[src/rtl/ls193_timer_ctrl.sv]
// ls193_timer_ctrl
//   Sequencer for a programmable interval timer built from cascaded
//   SN74LS193 up/down counters (WIDTH/4 chips, each /BO driving the next
//   chip's DOWN). It loads a reload value, generates DOWN pulses from clk
//   through a prescaler, and watches the top chip's /BO for terminal count.
//   At terminal count it raises a sticky irq. In one-shot mode it then
//   stops. In auto mode it reloads the same value and runs again.
//
// Ports
//   clk         system clock, rising edge
//   reset_n     synchronous reset, active low
//   cpu_wr      command strobe, one cycle
//   cpu_cmd     00 CLEAR, 01 START one-shot, 10 START auto, 11 STOP
//   cpu_wdata   reload value N, sampled with START
//   irq_ack     clears irq and ovr
//   ctr_bo_n    /BO of the most-significant counter chip
//   ctr_clr     to all CLR pins
//   ctr_load_n  to all /LOAD pins
//   ctr_up      to UP of the least-significant chip, held high
//   ctr_down    to DOWN of the least-significant chip
//   ctr_data    to the D..A pins, bit 0 = chip 0 A
//   busy        sequencer not idle
//   irq         terminal count reached, sticky
//   ovr         terminal count reached while irq was already set, sticky
//
// State | meaning
//   CLR   | ctr_clr pulse, one cycle
//   IDLE  | waiting for a command
//   LOAD  | /LOAD held low for LOAD_CYC cycles
//   RUN   | prescaler generating DOWN pulses, /BO checked once per tick
//   TERM  | terminal count seen; reload (auto) or stop (one-shot)
module ls193_timer_ctrl #(
  parameter int WIDTH    = 8,
  parameter int PRESCALE = 16,
  parameter int LOAD_CYC = 2
) (
  input  logic             clk,
  input  logic             reset_n,
  input  logic             cpu_wr,
  input  logic [1:0]       cpu_cmd,
  input  logic [WIDTH-1:0] cpu_wdata,
  input  logic             irq_ack,
  input  logic             ctr_bo_n,
  output logic             ctr_clr,
  output logic             ctr_load_n,
  output logic             ctr_up,
  output logic             ctr_down,
  output logic [WIDTH-1:0] ctr_data,
  output logic             busy,
  output logic             irq,
  output logic             ovr
);

  localparam int PW = (PRESCALE > 1) ? $clog2(PRESCALE) : 1;
  localparam int LW = (LOAD_CYC > 1) ? $clog2(LOAD_CYC) : 1;
  localparam logic [PW-1:0] PMAX  = PW'(PRESCALE - 1);
  localparam logic [PW-1:0] PHALF = PW'(PRESCALE / 2);
  localparam logic [LW-1:0] LMAX  = LW'(LOAD_CYC - 1);

  localparam logic [1:0] CMD_CLEAR = 2'b00;
  localparam logic [1:0] CMD_ONE   = 2'b01;
  localparam logic [1:0] CMD_AUTO  = 2'b10;
  localparam logic [1:0] CMD_STOP  = 2'b11;

  typedef enum logic [2:0] {
    S_CLR,
    S_IDLE,
    S_LOAD,
    S_RUN,
    S_TERM
  } state_t;

  state_t        state;
  logic [PW-1:0] pre;
  logic [PW-1:0] pre_nxt;
  logic [LW-1:0] lcnt;
  logic          auto_mode;

  // Count direction is always down; UP idles high so the chips see no up-edges.
  assign ctr_up  = 1'b1;
  assign pre_nxt = pre + PW'(1);

  always_ff @(posedge clk) begin
    if (!reset_n) begin
      state      <= S_CLR;
      ctr_clr    <= 1'b1;
      ctr_load_n <= 1'b1;
      ctr_down   <= 1'b0;
      ctr_data   <= '0;
      busy       <= 1'b1;
      irq        <= 1'b0;
      ovr        <= 1'b0;
      pre        <= '0;
      lcnt       <= '0;
      auto_mode  <= 1'b0;
    end else begin
      // Acknowledge first so a terminal count on the same edge overrides it.
      if (irq_ack) begin
        irq <= 1'b0;
        ovr <= 1'b0;
      end
      ctr_clr    <= 1'b0;
      ctr_load_n <= 1'b1;
      ctr_down   <= 1'b0;
      busy       <= 1'b1;

      case (state)
        S_CLR: begin
          state <= S_IDLE;
          busy  <= 1'b0;
        end

        S_IDLE: begin
          busy <= 1'b0;
          if (cpu_wr) begin
            case (cpu_cmd)
              CMD_CLEAR: begin
                state   <= S_CLR;
                ctr_clr <= 1'b1;
                busy    <= 1'b1;
              end
              CMD_ONE, CMD_AUTO: begin
                state      <= S_LOAD;
                ctr_data   <= cpu_wdata;
                auto_mode  <= cpu_cmd[1];
                ctr_load_n <= 1'b0;
                lcnt       <= '0;
                busy       <= 1'b1;
              end
              default: ;
            endcase
          end
        end

        S_LOAD: begin
          if (lcnt == LMAX) begin
            // The first DOWN rising edge coincides with entry into RUN.
            state    <= S_RUN;
            pre      <= '0;
            ctr_down <= 1'b1;
          end else begin
            lcnt       <= lcnt + LW'(1);
            ctr_load_n <= 1'b0;
          end
        end

        S_RUN: begin
          if (cpu_wr && cpu_cmd == CMD_CLEAR) begin
            state   <= S_CLR;
            ctr_clr <= 1'b1;
          end else if (cpu_wr && cpu_cmd == CMD_STOP) begin
            state <= S_IDLE;
            busy  <= 1'b0;
          end else if (pre == PMAX) begin
            // DOWN is low in the second half of the tick, so /BO is settled.
            if (!ctr_bo_n) begin
              state <= S_TERM;
              irq   <= 1'b1;
              if (irq) ovr <= 1'b1;
            end else begin
              pre      <= '0;
              ctr_down <= 1'b1;
            end
          end else begin
            pre      <= pre_nxt;
            ctr_down <= (pre_nxt < PHALF);
          end
        end

        S_TERM: begin
          if (auto_mode) begin
            state      <= S_LOAD;
            ctr_load_n <= 1'b0;
            lcnt       <= '0;
          end else begin
            state <= S_IDLE;
            busy  <= 1'b0;
          end
        end

        default: begin
          state   <= S_CLR;
          ctr_clr <= 1'b1;
        end
      endcase
    end
  end

endmodule

[config.mk]
export PLATFORM = sky130hd
export DESIGN_NAME = ls193_timer_ctrl
export DESIGN_NICKNAME = d
export VERILOG_FILES = /design/src/rtl/ls193_timer_ctrl.sv
export SDC_FILE = /design/constraint.sdc
export NUM_CORES = 1
export LEC_CHECK = 0
export ABC_AREA = 1
export CAP_MARGIN = 25
export CORE_MARGIN = 5
export CORE_UTILIZATION = 47
export CTS_CLUSTER_DIAMETER = 200
export DETAILED_ROUTE_END_ITERATION = 10
export PLACE_DENSITY = 0.88
export SLEW_MARGIN = 25
export SYNTH_ARGS = -nofsm -noshare
export SYNTH_HDL_FRONTEND = slang
export SYNTH_SLANG_ARGS = --single-unit
[constraint.sdc]
create_clock -name clk -period 2.1 [get_ports clk]
set_input_delay 0.42 -clock clk [delete_from_list [all_inputs] [get_ports clk]]
set_output_delay 0.42 -clock clk [all_outputs]
set_load 0.005 [all_outputs]
==> results of run 1 <==
-- layout make-up --
cell class	instances	share of cell area (%)
Clock buffer	4	1.812
Tap cell	28	2.416
Multi-Input combinational cell	117	39.00
Sequential cell	23	31.75
Timing Repair Buffer	29	19.84
Inverter	20	5.177
-- placed cells by master, fill, tap and decap left out --
cell type	instances
nand4_1	4
nor2_1	34
o21ai_0	10
a21oi_2	1
o211ai_1	1
clkbuf_1	1
a21oi_1	6
nor3_1	1
inv_1	18
a21boi_1	1
nand3_1	17
buf_4	1
clkdlybuf4s50_1	28
o21ai_1	1
nor2_2	2
clkbuf_4	3
ha_1	4
nand2_2	2
nand2_4	1
conb_1	1
inv_2	2
nand2_1	29
nand3b_1	2
dfxtp_1	23
-- layer usage --
layer	GRT usage [%]	part of all wire, %
met1	15.58	43
met2	28.71	50
met3	5.263	6.7
met4	4.531	0.40
met5	0	0
-- logic make-up after synthesis --
| family | Yosys count | share of synthesized area, % |
|---|---|---|
| buf+inv | 23 | 8.787 |
| flops | 23 | 40.93 |
| compound gates | 20 | 9.678 |
| other cells | 1 | 0.3334 |
| simple gates | 92 | 35.82 |
| fa+ha+maj | 4 | 4.450 |
-- per-stage QoR --
| step | hold WS, ps | instances | area (sq um) | total power [mW] | utilization (%) |
|---|---|---|---|---|---|
| 3_5_place_dp | 467.8 | 217 | 1424 | 1.098 | 63.15 |
| 6_report | 478.6 | 221 | 1450 | 1.291 | 64.32 |
| 2_1_floorplan | 444.7 | 163 | 1125 | 0.9284 | - |
| 5_1_grt | 508.1 | 221 | 1450 | 1.398 | 64.32 |
| 3_3_place_gp | 461.5 | 217 | 1424 | 1.076 | 63.15 |
| 4_1_cts | 487.0 | 221 | 1450 | 1.296 | 64.32 |
-- power groups by stage --
stage          logic, mW  registers, mW  clock network [mW]
6_report           0.494          0.600               0.197
5_1_grt            0.567          0.607               0.223
4_1_cts            0.499          0.597               0.200
3_5_place_dp       0.492          0.606                   0
3_3_place_gp       0.476          0.600                   0
2_1_floorplan      0.333          0.595                   0
-- how the worst max path moves through the flow --
| stage | from | end | slack, ps | cells past startpoint |
|---|---|---|---|---|
| after global placement | cpu_cmd[0] | ctr_data[7] | 100 | 9 |
| after CTS | cpu_cmd[1] | ctr_data[3] | 340 | 9 |
| final | cpu_cmd[1] | ctr_data[7] | 350 | 9 |
| after detailed placement | cpu_cmd[1] | ctr_data[7] | 30 | 9 |
| after global routing | cpu_cmd[1] | ctr_data[1] | 210 | 9 |
| after floorplan | cpu_cmd[0] | ctr_data[0] | 800 | 8 |
-- tightest hold or removal path, cell delays in order, from the launching register on --
cell     delay (ps)
dfxtp_1         330
nand2_1          60
a21oi_1          60
-- state kept, by name, summed over array words and instances, names as in the netlist --
signal and count:
ctr_load_n 1, pre 4, ctr_clr 1, auto_mode 1
ovr 1, ctr_data 8, lcnt 1, ctr_down 1
irq 1, state 3, busy 1
==> metrics.txt, run 1 <==
status completed; clock-pin slew on the worst setup and hold paths 110 ps; r2r worst-path depth 8; post-synth top area cell dfxtp_1; TNS Setup 0 ps; Die Ht 58.92 um; CP Class primary input to register; Sink Count 23; r2r endpoint pre[0]; number of port buffers 28; Post-layout nets 213; fill cell count 203; Layout area overhead 28.92%; Critical Path Fanout Max 13; period utilization 83.43%; first-pass GRT wire length 4167 um; worst clock skew 11.41 ps; Post-synth EDFFs 0; GRT Total Usage 15.23%; CTS tree built; 1st-iter DRT viols 26; Synth warnings 0; Seq pwr share 46.5%; H-tree lvl count 1; Post-CTS Setup Bufs 0; cells taking the most area after synthesis dfxtp_1 (41%), nor2_1 (11%), nand2_1 (9.7%); final global-route overflow total 0; Clock Latency Late Sink 300 ps; Commonest cells post-synth nor2_1 (34), nand2_1 (29), dfxtp_1 (23); CP max stage delay 530 ps; Core ar. 0.002255 sq mm; Root Buffer clkbuf_4; Crit. End Element register; hold-fix buffers at CTS 0; vias per cell 5.072; Tightest Hold Check Type register to register; Post-route DRC 0; Clk pwr share 15.3%; Hold Crit Depth 2; register area 460.4 sq um; synthesis-stage register bit count 23; I/O pin cnt 30; fmax 570.7 MHz; reg2reg start pre[0]; critical path cell sequence clkdlybuf4s50_1 -> inv_1 -> ha_1 -> nand2_1 -> inv_1 -> nand2_2 -> inv_1 -> nor2_1 -> nor2_1; most common cell in the netlist nor2_1; P per Cell Area 890.5 mW/mm^2; P_leak 0.6447 nW; Post-DRT Antenna Nets 0; highest-delay cell along the critical path clkdlybuf4s50_1; # rows 17; syn nets 182; post-synthesis sequential area ratio 40.93%; Internal 0.8164 mW; DR pass1 iterations 5; clock buffer count from CTS 3; proportion of netlist area held by the largest area contributor 40.93%; Final GP Congestion 0.9267; WP data arrival 1950 ps; worst min-delay path startpoint ovr; Cells after Synth 163; fin crit period 1752 ps; Synth Flop Type dfxtp_1; DIE AREA 0.003472 sq mm; FF-to-FF setup slack 700 ps; vias in the first global route 1085; Setup violations, final 0; Setup WS pre-CTS 26.81 ps; Worst setup SP type primary input; initial antenna violation count 0; CP required 2300 ps; Final Max Slew Viols 0; area of the multi-input gates 565.5 sq um; Antenna Cells 0; hpwl dp 1968 um; total wire length 2472 um; sink of the worst hold path ovr; Initial Util 49.89%; Fin. Hold Viols 0; switch share 36.78%; largest net degree at the start of global routing 17; peak supply drop 584.2 uV; Gate power share 38.3%; post_cts resized 0; async set or reset register ratio after synthesis 0%; CP dominant cell by count inv_1; wire length per cell 11.19 um; RSZ-0062 raised after global routing false; Sw Pwr 0.4749 mW; Netlist cell types 23; post-synthesis cell area 0.001125 sq mm; via count 1121; Max clock buf depth 2; fraction of layout cells with a size suffix above 1 6.218%; slack of the critical path 347.9 ps; cell family with most CP delay buffers and inverters; die span in x 58.92 um; Worst Path Buf+Inv 4; syn_area_per_cell 6.901 sq um; Max Cap Violations 0
Power figures use the tool's default switching activity.
==> run 2: changes to the inputs <==
==> constraint.sdc (replaced) <==
create_clock -name clk -period 1.7 [get_ports clk]
set_input_delay 0.34 -clock clk [delete_from_list [all_inputs] [get_ports clk]]
set_output_delay 0.34 -clock clk [all_outputs]
set_load 0.005 [all_outputs]
==> run 2 against run 1 <==
Sequential share of layout area fell by 1.4 points. Non-clock buffer count rose by 6. Power rose by 28%. Utilization rose by 2.9 points. Die area did not move. Hold slack improved by 1.9 ps.
==> metrics.txt, run 2 (synthesized netlist as in run 1, its figures left out) <==
status completed (unchanged); period utilization 94.37%; fraction of layout cells with a size suffix above 1 11.56% (was 6.218%); Max Cap Violations 0 (unchanged); final non-filler cell area 0.001515 sq mm (was 0.001450 sq mm); CP max stage delay 510 ps (was 530 ps); Worst setup SP type primary input (unchanged); Final Max Slew Viols 0 (unchanged); WP data arrival 1820 ps (was 1950 ps); die span in x 58.92 um (unchanged); Max clock buf depth 2 (unchanged); hold-fix buffers at CTS 0 (unchanged); Setup violations, final 0 (unchanged); Post-layout nets 219 (was 213); Top Usage Layer GRT met2 (unchanged); number of port buffers 28 (unchanged); Post-DRT Antenna Nets 0 (unchanged); cell family with most CP delay buffers and inverters (unchanged); GRT Total Usage 16.76% (was 15.23%); I/O pin cnt 30 (unchanged); Die Ht 58.92 um (unchanged); final global-route overflow total 0 (unchanged); vias per cell 5.194 (was 5.072); worst hold slack 480.5 ps (was 478.6 ps); Final Non-Filler Cells 227 (was 221); Clock Latency Late Sink 310 ps (was 300 ps); wire length per cell 12.46 um (was 11.19 um); first-pass GRT wire length 4623 um (was 4167 um); Root Buffer clkbuf_4 (unchanged); met1 GRT Util 17.42% (was 15.58%); DIE AREA 0.003472 sq mm (unchanged); CP required 1920 ps (was 2300 ps); fin crit period 1604 ps; TNS Setup 0 ps (unchanged); largest net degree at the start of global routing 14 (was 17); Placed Instances 221 (was 217); peak supply drop 691.4 uV (was 584.2 uV); most frequent cells in the layout nor2_1 (31), nand2_1 (29), clkdlybuf4s50_1 (27), dfxtp_1 (23) (was nor2_1 (34), nand2_1 (29), clkdlybuf4s50_1 (28), dfxtp_1 (23), inv_1 (18)); Tightest Hold Check Type register to register (unchanged); CTS tree built (unchanged); hpwl dp 2173 um (was 1968 um); CP Class primary input to register (unchanged); commonest non-fill, non-tap cell in the layout nor2_1 (unchanged); clock-pin slew on the worst setup and hold paths 130 ps (was 110 ps); met2 usage 32.02% (was 28.71%); Largest regs ctr_data: 8 flops, pre: 4 flops, state: 3 flops (unchanged); Fin. Hold Viols 0 (unchanged); DR pass1 iterations 4 (was 5); CP dominant cell by count inv_1 (unchanged); Worst Path Buf+Inv 4 (unchanged); Core ar. 0.002255 sq mm (unchanged); initial antenna violation count 0 (unchanged); P per Cell Area 1095 mW/mm^2 (was 890.5 mW/mm^2); P_leak 0.6853 nW (was 0.6447 nW); critical path cell sequence clkdlybuf4s50_1 -> inv_1 -> ha_1 -> nand2_1 -> inv_1 -> nand2_4 -> buf_4 -> o21ai_0 -> nor2_1 (was clkdlybuf4s50_1 -> inv_1 -> ha_1 -> nand2_1 -> inv_1 -> nand2_2 -> inv_1 -> nor2_1 -> nor2_1); Setup WS pre-CTS -276.9 ps (was 26.81 ps); via count 1179 (was 1121); Sink Count 23 (unchanged); GR Layer Usage met3 5.921% (was 5.263%); Final GP Congestion 0.8624 (was 0.9267); vias in the first global route 1158 (was 1085); Critical Path Fanout Max 8 (was 13); 1st-iter DRT viols 24 (was 26); Antenna Cells 0 (unchanged); # rows 17 (unchanged); Post-route DRC 0 (unchanged); total wire length 2828 um (was 2472 um); max FFs per register 8 (unchanged); slack of the critical path 95.74 ps (was 347.9 ps); H-tree lvl count 1 (unchanged); worst clock skew 2.431 ps (was 11.41 ps); Largest Register ctr_data (unchanged); Layout area overhead 34.70% (was 28.92%); clock buffer count from CTS 3 (unchanged); RSZ-0062 raised after global routing true (was false); highest-delay cell along the critical path clkdlybuf4s50_1 (unchanged); fmax 623.3 MHz; placed inst area 0.001454 sq mm (was 0.001424 sq mm); Crit. End Element register (unchanged); Initial Util 49.89% (unchanged)
run 2: cell types whose count changed in the layout (fill, tap and decap cells not counted), sizes merged:
cell           delta
buf               +6
clkbuf            -1
clkdlybuf4s50     -1
clkinv            +1
clkinvlp          +1
dlymetal6s2s      +1
inv               -1
run 2: what timing repair did:
item / CTS / global route
setup buffers: 0 / 2
setup endpoints to repair: 0 / 15
resized for setup: 0 / 8
run 2: worst reg2reg max path, stage by stage (launching register included):
cell and delay [ps]:
dfxtp_1 430, ha_1 230, nand4_1 200, nand2_1 130
nand2_2 80, nand2_4 80, inv_2 40, nor2_1 80
nor2_1 50
run 2: routing by layer:
layer	share of wire, %	wire (um)
met1	42	1184
met2	52	1458
met3	6.4	180
met4	0.14	4
met5	0	0
run 2: path summary, 6_finish.rpt:
kind                    from     endpoint  slack (ps)  cells after the start
setup / recovery  cpu_cmd[0]  ctr_data[2]         100                      9
hold / removal           ovr          ovr         480                      2
setup reg to reg      pre[0]       pre[3]         280                      8
hold reg to reg          ovr          ovr         480                      2
run 2: final cells by class:
cell class,count,area (sq um)
Fill cell,208,739.5
Multi-Input combinational cell,117,578.1
Sequential cell,23,460.4
Timing Repair Buffer,35,335.3
Inverter,20,78.83
Tap cell,28,35.03
Clock buffer,3,22.52
Clock inverter,1,5.005
run 2: stage by stage:
| step | utilization, % | power [mW] |
|---|---|---|
| floorplan | - | 1.147 |
| global placement | 64.48 | 1.337 |
| detailed placement | 64.48 | 1.375 |
| CTS | 65.70 | 1.625 |
| global route | 67.20 | 1.786 |
| finish | 67.20 | 1.659 |
run 2: report_power, final:
group          leakage, nW  switching, mW  internal, mW  total [mW]
Clock               0.0177          0.170        0.0878       0.258
Combinational        0.480          0.363         0.291       0.654
Sequential           0.188          0.103         0.645       0.747
Total                0.685          0.636          1.02        1.66
==> run 3: changes to the inputs <==
--- a/config.mk
+++ b/config.mk
@@ -16,3 +16,4 @@
 export SYNTH_ARGS = -nofsm -noshare
 export SYNTH_HDL_FRONTEND = slang
 export SYNTH_SLANG_ARGS = --single-unit
+export TNS_END_PERCENT = 50
==> results of run 3 <==
Final layout, timing and power as in run 2 (identical DEF).
